### src/rtl/fetch_unit.sv
// fetch_unit: fetch sequencer driving the core's DIN/Run from a sync ROM.
// Optional watchdog (Fault on a hung instruction): define FETCH_WATCHDOG_EN.
module fetch_unit #(
   parameter int                ADDR_W      = 8,
   parameter logic [ADDR_W-1:0] START_ADDR  = '0,
   parameter logic [3:0]        MVI_OP      = 4'b0100,
   parameter logic [3:0]        HALT_OP     = 4'b1111,
   parameter int                WDOG_CYCLES = 16
) (
   input  logic              Clock,
   input  logic              Reset,
   input  logic              Enable,
   output logic [ADDR_W-1:0] MemAddr,
   input  logic [15:0]       MemData,
   output logic [15:0]       DIN,
   output logic              Run,
   input  logic              Done,
   output logic [ADDR_W-1:0] PC,
   output logic              Halted,
   output logic              Fault
);

   typedef enum logic [2:0] {
      IDLE,
      FETCH,
      LOAD,
      FETCH_IMM,
      LOAD_IMM,
      EXEC,
      HALT,
      ERROR
   } state_t;

   state_t      state;
   logic [15:0] instr_q;
   logic [15:0] imm_q;
   logic        first_q;
   logic [3:0]  op;

   assign op = MemData[9:6];

   if (WDOG_CYCLES < 4) begin : g_bad_wdog
      $error("WDOG_CYCLES must be at least 4");
   end

`ifdef FETCH_WATCHDOG_EN
   localparam int CW = $clog2(WDOG_CYCLES);
   localparam logic [CW-1:0] WDOG_LAST = CW'(WDOG_CYCLES - 1);

   logic [CW-1:0] wdog_cnt;
   logic          fault_q;

   assign Fault = fault_q;
`else
   assign Fault = 1'b0;
`endif

   // Main sequencer: fetch word, optionally prefetch immediate, hold Run
   always_ff @(posedge Clock) begin
      if (Reset) begin
         state   <= IDLE;
         PC      <= START_ADDR;
         MemAddr <= '0;
         DIN     <= '0;
         Run     <= 1'b0;
         Halted  <= 1'b0;
         instr_q <= '0;
         imm_q   <= '0;
         first_q <= 1'b0;
`ifdef FETCH_WATCHDOG_EN
         wdog_cnt <= '0;
         fault_q  <= 1'b0;
`endif
      end else begin
         unique case (state)
            IDLE: begin
               Run <= 1'b0;
               if (Enable) state <= FETCH;
            end
            FETCH: begin
               MemAddr <= PC;
               state   <= LOAD;
            end
            LOAD: begin
               instr_q <= MemData;
               PC      <= PC + 1'b1;
               if (op == HALT_OP) begin
                  Halted <= 1'b1;
                  state  <= HALT;
               end else if (op == MVI_OP) begin
                  state <= FETCH_IMM;
               end else begin
                  DIN     <= MemData;
                  Run     <= 1'b1;
                  first_q <= 1'b1;
`ifdef FETCH_WATCHDOG_EN
                  wdog_cnt <= '0;
`endif
                  state   <= EXEC;
               end
            end
            FETCH_IMM: begin
               MemAddr <= PC;
               state   <= LOAD_IMM;
            end
            LOAD_IMM: begin
               imm_q   <= MemData;
               PC      <= PC + 1'b1;
               DIN     <= instr_q;
               Run     <= 1'b1;
               first_q <= 1'b1;
`ifdef FETCH_WATCHDOG_EN
               wdog_cnt <= '0;
`endif
               state   <= EXEC;
            end
            EXEC: begin
               first_q <= 1'b0;
               // core reads the immediate from its step-1 cycle on
               if (first_q && instr_q[9:6] == MVI_OP)
                  DIN <= imm_q;
               if (Done) begin
                  Run   <= 1'b0;
                  state <= Enable ? FETCH : IDLE;
               end
`ifdef FETCH_WATCHDOG_EN
               else if (wdog_cnt == WDOG_LAST) begin
                  Run     <= 1'b0;
                  fault_q <= 1'b1;
                  state   <= ERROR;
               end else begin
                  wdog_cnt <= wdog_cnt + 1'b1;
               end
`endif
            end
            HALT: begin
               Run <= 1'b0;
            end
            ERROR: begin
               Run <= 1'b0;
            end
            default: begin
               state <= IDLE;
            end
         endcase
      end
   end

endmodule

### config.mk
export PLATFORM = sky130hd
export DESIGN_NAME = fetch_unit
export DESIGN_NICKNAME = d
export VERILOG_FILES = /design/src/rtl/fetch_unit.sv
export SDC_FILE = /design/constraint.sdc
export NUM_CORES = 1
export LEC_CHECK = 0
export BUFFER_PORTS_ARGS = -buffer_cell sky130_fd_sc_hd__buf_2
export CAP_MARGIN = 10
export CORE_UTILIZATION = 45
export DETAILED_ROUTE_END_ITERATION = 8
export HOLD_SLACK_MARGIN = 0.02
export PLACE_DENSITY_LB_ADDON = 0.1
export SLEW_MARGIN = 20
export SYNTH_ARGS = -nofsm -noshare
export SYNTH_HDL_FRONTEND = slang
export SYNTH_SLANG_ARGS = --single-unit
### constraint.sdc
create_clock -name Clock -period 4.22 [get_ports Clock]
set_clock_uncertainty 0.05 [all_clocks]
set_input_delay 0.422 -clock Clock [delete_from_list [all_inputs] [get_ports Clock]]
set_output_delay 0.422 -clock Clock [all_outputs]
set_load 0.005 [all_outputs]
Word level (Yosys, flattened, before mapping)
Cells that the tools add are included.

cells by class
  multiplexer cells = 15
  add/subtract/negate cells = 1
  shifts and indexed selects = 0
  div/mod/pow operators = 0
  bitwise gates (word level) = 0
  $lt $le $gt $ge = 0
  equality and inequality tests = 15
  multipliers = 0
  reductions and logical operators = 13

operators by type and width
  kind                                                              number
  16-bit two-way mux                                                3
  16-bit case mux with 3 select lines                               1
  3-bit case mux with 6 select lines                                1
  3-bit == test (second input constant)                             4
  3-bit two-way mux                                                 4
  2-bit != test (second input constant)                             5
  8-bit by 1-bit adder with 8-bit output (second input constant)    1
  4-bit by 3-bit == test with 1-bit output (second input constant)  2
  4-bit AND reduction                                               2
  3-bit by 2-bit == test with 1-bit output (second input constant)  2
  3-bit AND reduction                                               2
  6-bit nonzero test                                                1
  4-bit == test (second input constant)                             1
  1-bit two-way mux                                                 4
  1-bit case mux with 4 select lines                                1
  4-bit nonzero test                                                1
  2-bit OR reduction                                                2
  3-bit by 1-bit == test with 1-bit output (second input constant)  1
  3-bit zero test                                                   1
  1-bit case mux with 3 select lines                                1
  3-bit nonzero test                                                1
  3-bit OR reduction                                                1
  2-bit AND reduction                                               1
  1-bit logical AND                                                 1

word-level totals
  memories kept = 0
  output and inout port bits = 35
  logic and storage cells = 53
  ROM bits = 0
  input bits = 20
  register bits = 70
  RAM bits = 0
  bits in latches = 0

Longest topological paths before layout
Gate-level depths: netlist of run 1.

  word-level depth = 4
  gate-level depth with buffers = 9
  gate-level depth less buffers = 5

Worst setup path after synthesis of run 1
OpenSTA, ideal clock, no wires.

  kind = input -> register
  start point = input port MemData[6]
  end point = register DIN[10]
  buffers on the path = 2
  setup slack = 2402 ps
  stages = 6
  library setup time = 72 ps
  arrival = 1696 ps
  data required time = 4098 ps
  path through = or4b_1 > nand3_2 > a22o_1 > buf_6 > buf_8 > mux2i_1

on the way
  word-level cells in the longest chain between the ends = 3
  elaborated cells on any way between the ends = 5
  those cells by class = 4 x eq/ne; 1 x reduce/logical

RTL lines
  what                                                                       RTL line  text
  from (decl)                                                                14        input logic [15:0] MemData,
  4-bit by 3-bit == test with 1-bit output or 4-bit == test (tied branches)  90, 87
  2-bit != test (no source line)                                             n/a
  4-bit AND reduction (no source line) (*)                                   n/a
  to (signal assigned)                                                       93        DIN <= MemData;
  to (signal assigned)                                                       109       DIN <= instr_q;
  to (signal assigned)                                                       121       DIN <= imm_q;
  to (decl)                                                                  15        output logic [15:0] DIN,

Mark *: on every way between the ends. The rest lies on a longest branch, timed or not.
A chain may end at the register's enable or synchronous reset.

Worst setup path after layout of run 1
  start point = register state[1]
  end point = register DIN[12]

on the way
  word-level cells in the longest chain between the ends = 3
  elaborated cells on any way between the ends = 9
  those cells by class = 6 x eq/ne; 1 x mux; 2 x reduce/logical

RTL lines
  what                                                                       RTL line  text
  from (decl)                                                                34        state_t state;
  from (signal assigned)                                                     124       state <= Enable ? FETCH : IDLE;
  3-bit == test or 3-bit by 2-bit == test with 1-bit output (tied branches)  75        unique case (state)
  2-bit != test (no source line) or 3-bit nonzero test (tied branches)       n/a
  4-bit AND reduction (no source line)                                       n/a

Parallel ways exist; a longest one is shown, timed or not.

==> results of run 1 <==
[report_power, final]
| part | total [W] | internal [W] | switching [W] | leakage (nW) |
|---|---|---|---|---|
| clock | 0.000730 | 0.000471 | 0.000259 | 0.134 |
| sequential | 0.000711 | 0.000684 | 0.0000273 | 0.566 |
| combinational | 0.000150 | 0.0000627 | 0.0000876 | 0.832 |
[per-layer routing]
layer / up-vias / global-route usage (%)
met5: - / 0
met4: 0 / 8.94
met3: 11 / 4.48
met2: 51 / 34.4
met1: 1285 / 26.8
li1: 1405 / -
[state kept, by name (all words and copies together), names as in the netlist]
signal and cells:
first_q 1, Run 1, PC 8, imm_q 16, state 3, instr_q 16, DIN 16, Halted 1
MemAddr 8
[worst min-delay path, stage by stage]
cell     delay, ns
buf_2         0.11
nand2_1       0.05
a21oi_1       0.05
[final cells by class]
type                            count  area (sq um)
Multi-Input combinational cell    284          1660
Inverter                            3          11.3
Clock inverter                      5           129
Clock buffer                       11           141
Sequential cell                    70          1400
Timing Repair Buffer               56           288
Fill cell                         679          3120
Tap cell                           96           120
[how the worst max path moves through the flow]
stage                      endpoint  slack, ns
2_1_floorplan  DIN[10]$_SDFFE_PP0P_       2.40
3_3_place_gp    DIN[1]$_SDFFE_PP0P_       1.32
3_5_place_dp   DIN[12]$_SDFFE_PP0P_       1.15
4_1_cts        DIN[12]$_SDFFE_PP0P_       1.15
5_1_grt        DIN[12]$_SDFFE_PP0P_       1.12
6_report       DIN[12]$_SDFFE_PP0P_       1.42
[metrics by stage]
step	hold WS, ns	util (%)
6_report	0.283	54.6
5_1_grt	0.277	54.6
4_1_cts	0.268	54.6
3_3_place_gp	0.390	50.7
3_5_place_dp	0.394	50.7
2_1_floorplan	0.386	-
[synthesized netlist by cell type, drive strengths merged (3+ instances only)]
cell type | number | share of area (%)
and3 | 3 | 0.58
buf | 15 | 2.9
a211o | 16 | 4.3
a21o | 3 | 0.70
mux2i | 16 | 5.0
nor3b | 4 | 1.4
o21ai | 4 | 0.62
nand3 | 4 | 0.78
nor2b | 4 | 0.78
nand2b | 16 | 3.1
nor2 | 28 | 3.3
a22oi | 17 | 4.0
ha | 4 | 1.6
clkbuf | 17 | 2.0
dfxtp | 70 | 43
xnor2 | 6 | 1.6
nand2 | 86 | 10
nor3 | 3 | 0.47
a21oi | 46 | 7.1
[logic make-up after synthesis]
kind of cell,share of synthesized area [%]
AND/OR/NAND/NOR,23.5
adder cells (fa/ha/maj),1.55
XOR/XNOR,1.63
flip-flops,43.5
buffers and inverters,5.28
other,0.116
AO/OA/AOI/OAI,18.8
multiplexers,5.67
==> results.md, run 1 <==
- H-tree Lvls: 3
- Max frequency: 357 MHz
- Clk sink count: 70
- Crit-path leading delay family: compound AO/OA/AOI/OAI gates
- Slowest cell on crit path: a22o_1
- Reg2reg setup slack: 1.42 ns
- Crit Path Class: reg -> reg
- Max Cap Viol: 0
- Number of enable flip-flop cells after synthesis: 0
- Final Max Tran Viols: 0
- Worst Hold Class: in -> reg
- Fin crit share: 66.3%
- Final setup violating endpoints: 0
- Design Area, Final: 3750 sq um
- Clock Path Buffers: 2
- Die area: 7510 sq um
- Final Hold Fails: 0
- DR WL met3: 302 microns
- Placed cell areas: 3480 sq um
- DRT Wirelength: 7.36 mm
- Final min period: 2.80 ns
- Status: complete, no violations
- Layout cells sized above 1: 18.6%
- Finished Layout Cells: 525
- Port Buf Inserts: 53
- Clock Pin Slew Worst Setup and Hold Paths: 0.08 ns
- Critical path startpoint category: flop
- Worst-path cell chain: clkinv_1 > ha_2 > nand2_2 > a22o_1 > mux2i_1
- Clock insertion delay at the later pin of the skew report: 0.34 ns
- Worst r2r path cells: 5
- Worst EP required: 4.44 ns
- Root Driver: clkbuf_8
- Cts bufs inserted: 9
- Most common cell after layout, fill and taps aside: nand2_1
- DR DRC count: 0
- Overall Global Routing Usage: 21.0%
- Post-route ant nets: 0
- Total leakage power: 1.53 nW
- Ys flop type: dfxtp_1
- Mapped cell area: 3220 sq um
- Hold EP: imm_q[1]$_SDFFE_PP0N_
- Worst Setup SP: state[1]$_SDFFE_PP0P_
- Synthesized flop and latch total: 70
- CTS hold repair buffers: 0
- First-pass GRT wire length: 12.3 mm
- Power, Total: 0.00159 W
- CTS tree: yes
- Sequential area share after synthesis: 43.5%
- Initial antenna violation count: 0
- Worst path max stage delay: 0.78 ns
- Placed cell count: 509
- Cells after synthesis: 389
- First-pass DRT Iterations: 4
- Mapped Avg Cell Area: 8.29 sq um
- # IOs: 55
- Most frequent cells in the layout: nand2_1 (85), dfxtp_1 (70), buf_2 (53), a21oi_1 (46), nor2_1 (28)
- CP endpoint kind: flop
- Distinct cell type count after synthesis: 48
- Largest net degree at the start of global routing: 56
- Area grow syn2layout: 16.4%
- Routed wl met2: 3.43 mm
- Top Layer Used: met4
- Worst reg2reg startpoint: state[1]$_SDFFE_PP0P_
- Synth Net Count: 413
- Initial core utilization: 46.9%
- Die Y: 86.6 microns
- Row count: 30
- WL per Instance: 14.0 microns
- Yosys warns: 0
- DP HPWL: 4.56 mm
- WP depth: 5
- Crit path buf inv count: 1
- Hold_sp: MemData[1]
- RSZ-0062 raised after global routing: no
- Tightest Pin Transition: 0.957 ns
- Die W: 86.6 microns
- Relative slew slack: 36.2%
- DRT iter0 DRCs: 121
- Met1 wire length: 3.50 mm
- Min-Delay Path Depth: 3
- Gr ovfl total: 0
- RR Endpoint: DIN[12]$_SDFFE_PP0P_
- Vias per std cell: 5.24
- Pwr Density: 424 nW/um^2
- Total setup buffers inserted after CTS: 0
- Routability congestion estimate: 0.741
- Dpl ws: 1.15 ns
- Core area: 6870 sq um
- Vias in the first global route: 2593
- CP max FO: 33
- Ant diodes: 0
- Arrival @ worst endpoint: 3.01 ns
- Via count: 2752
- Nets@finish: 448
- Worst ir drop on vdd: 0.000233 V
- Resized cells post-CTS: 0
- Ys async rst share: 0%
- Setup ws final: 1.42 ns
- Setup TNS: 0 ns
No activity file was read; power rests on OpenSTA's default activity.
==> inputs of run 2 (changes only) <==
==> constraint.sdc (replaced) <==
create_clock -name Clock -period 2.56 [get_ports Clock]
set_clock_uncertainty 0.05 [all_clocks]
set_input_delay 0.256 -clock Clock [delete_from_list [all_inputs] [get_ports Clock]]
set_output_delay 0.256 -clock Clock [all_outputs]
set_load 0.005 [all_outputs]
==> results.md, run 2 (same netlist as run 1, synthesis figures left out) <==
- Status: complete, no violations
- Max Cap Viol: 0
- RSZ-0062 raised after global routing: no
- Gr ovfl total: 0
- Die W: 86.6 microns
- Leading registers by flop count: DIN x16, imm_q x16, instr_q x16
- Nets@finish: 456
- Resized cells post-CTS: 0
- Sequential cell area: 1400 sq um
- Worst ir drop on vdd: 0.000366 V
- Core area: 6870 sq um
- Total leakage power: 1.53 nW
- Final Max Tran Viols: 0
- Area grow syn2layout: 14.9%
- Clock insertion delay at the later pin of the skew report: 0.33 ns
- Final min period: 2.13 ns
- Clock Path Buffers: 2
- Row count: 30
- Cts bufs inserted: 9
- Worst EP required: 2.76 ns
- Most common cell after layout, fill and taps aside: nand2_1
- Port Buf Inserts: 53
- Setup TNS: 0 ns
- Via count: 2773
- Min-Delay Path Depth: 3
- Ant diodes: 0
- H-tree Lvls: 3
- Power, Total: 0.00216 W
- Total setup buffers inserted after CTS: 0
- CP max FO: 16
- Clk sink count: 70
- First-pass DRT Iterations: 4
- Initial core utilization: 46.9%
- First-pass GRT wire length: 11.9 mm
- CTS hold repair buffers: 0
- Final Hold Fails: 0
- Arrival @ worst endpoint: 2.33 ns
- Most frequent cells in the layout: nand2_1 (85), dfxtp_1 (70), buf_2 (53), a21oi_1 (46), nor2_1 (28)
- Worst r2r path cells: 6
- Largest net degree at the start of global routing: 90
- Critical path startpoint category: flop
- WL per Instance: 13.5 microns
- # IOs: 55
- Pwr Density: 584 nW/um^2
- Die Y: 86.6 microns
- Multi-input logic area: 1660 sq um
- Fin crit share: 83.1%
- Overall Global Routing Usage: 20.4%
- Initial antenna violation count: 0
- Clock Pin Slew Worst Setup and Hold Paths: 0.07 ns
- CTS tree: yes
- Final setup violating endpoints: 0
- DR DRC count: 0
- CP endpoint kind: flop
- Layout cells sized above 1: 19.8%
- DRT iter0 DRCs: 175
- DP HPWL: 4.45 mm
- DRT Wirelength: 7.19 mm
- Root Driver: clkbuf_8
- Routability congestion estimate: 0.810
- Die area: 7510 sq um
- Max frequency: 470 MHz
- Vias in the first global route: 2522
- Tightest Pin Transition: 0.508 ns
- Worst Hold Class: in -> reg
- Post-route ant nets: 0
- Vias per std cell: 5.22
- Fill cell count: 662
- Crit Path Class: reg -> reg
- Relative slew slack: 66.1%
run 2: cell types whose count changed in the layout (fill, tap and decap cells not counted), sizes merged:
cell    previous run  this run
buf               56        64
bufinv             4         0
clkbuf            11         9
clkinv             1         6
inv                3         2
run 2: critical path, cell delays in order, from the launching register on:
cell and delay, ns:
dfxtp_1 0.64, clkinv_1 0.32, ha_1 0.30, nand2_2 0.08, a22o_1 0.12, buf_4 0.29
mux2i_1 0.24
run 2: cell type report:
class / count / area share [%]
clock buffers: 9 / 3.34
clock inverters: 5 / 0.777
inverters: 3 / 0.304
multi-input cells: 284 / 44.8
flip-flops and latches: 70 / 37.8
well taps: 96 / 3.24
repair buffers: 64 / 9.73
run 2: routing by layer:
layer  vias to the layer above  part of all wire [%]  wire (microns)  track usage (%)
met2                        58                    49            3500             34.5
met3                         2                   4.0             287             6.29
met1                      1297                    47            3370             25.2
met4                         0                  0.54              39             5.61
li1                       1416                     -               -                -
met5                         -                     0               0                0
run 2: power by group:
part / internal (W) / switching (W) / total, W
clock: 0.000335 / 0.000389 / 0.000724
sequential: 0.00113 / 0.0000362 / 0.00116
combinational: 0.000117 / 0.000157 / 0.000274
run 2: through the flow:
step | setup slack, ns | hold WS, ns | std cells | util (%) | area (sq um)
6_report | 0.431 | 0.133 | 531 | 53.9 | 3700
5_1_grt | 0.278 | 0.113 | 531 | 53.9 | 3700
4_1_cts | 0.419 | 0.107 | 531 | 53.9 | 3700
3_5_place_dp | 0.429 | 0.395 | 517 | 51.7 | 3550
3_3_place_gp | 0.507 | 0.391 | 517 | 51.7 | 3550
2_1_floorplan | 0.751 | 0.342 | 389 | - | 3220
run 2: path summary, 6_finish.rpt:
| kind | startpoint | end | slack (ns) |
|---|---|---|---|
| worst min register to register | MemAddr[0]$_SDFFE_PP0P_ | MemAddr[0]$_SDFFE_PP0P_ | 0.40 |
| worst max register to register | state[1]$_SDFFE_PP0P_ | DIN[4]$_SDFFE_PP0P_ | 0.43 |
| worst min-delay path | MemData[13] | imm_q[13]$_SDFFE_PP0N_ | 0.13 |
| worst max-delay path | state[1]$_SDFFE_PP0P_ | DIN[4]$_SDFFE_PP0P_ | 0.43 |
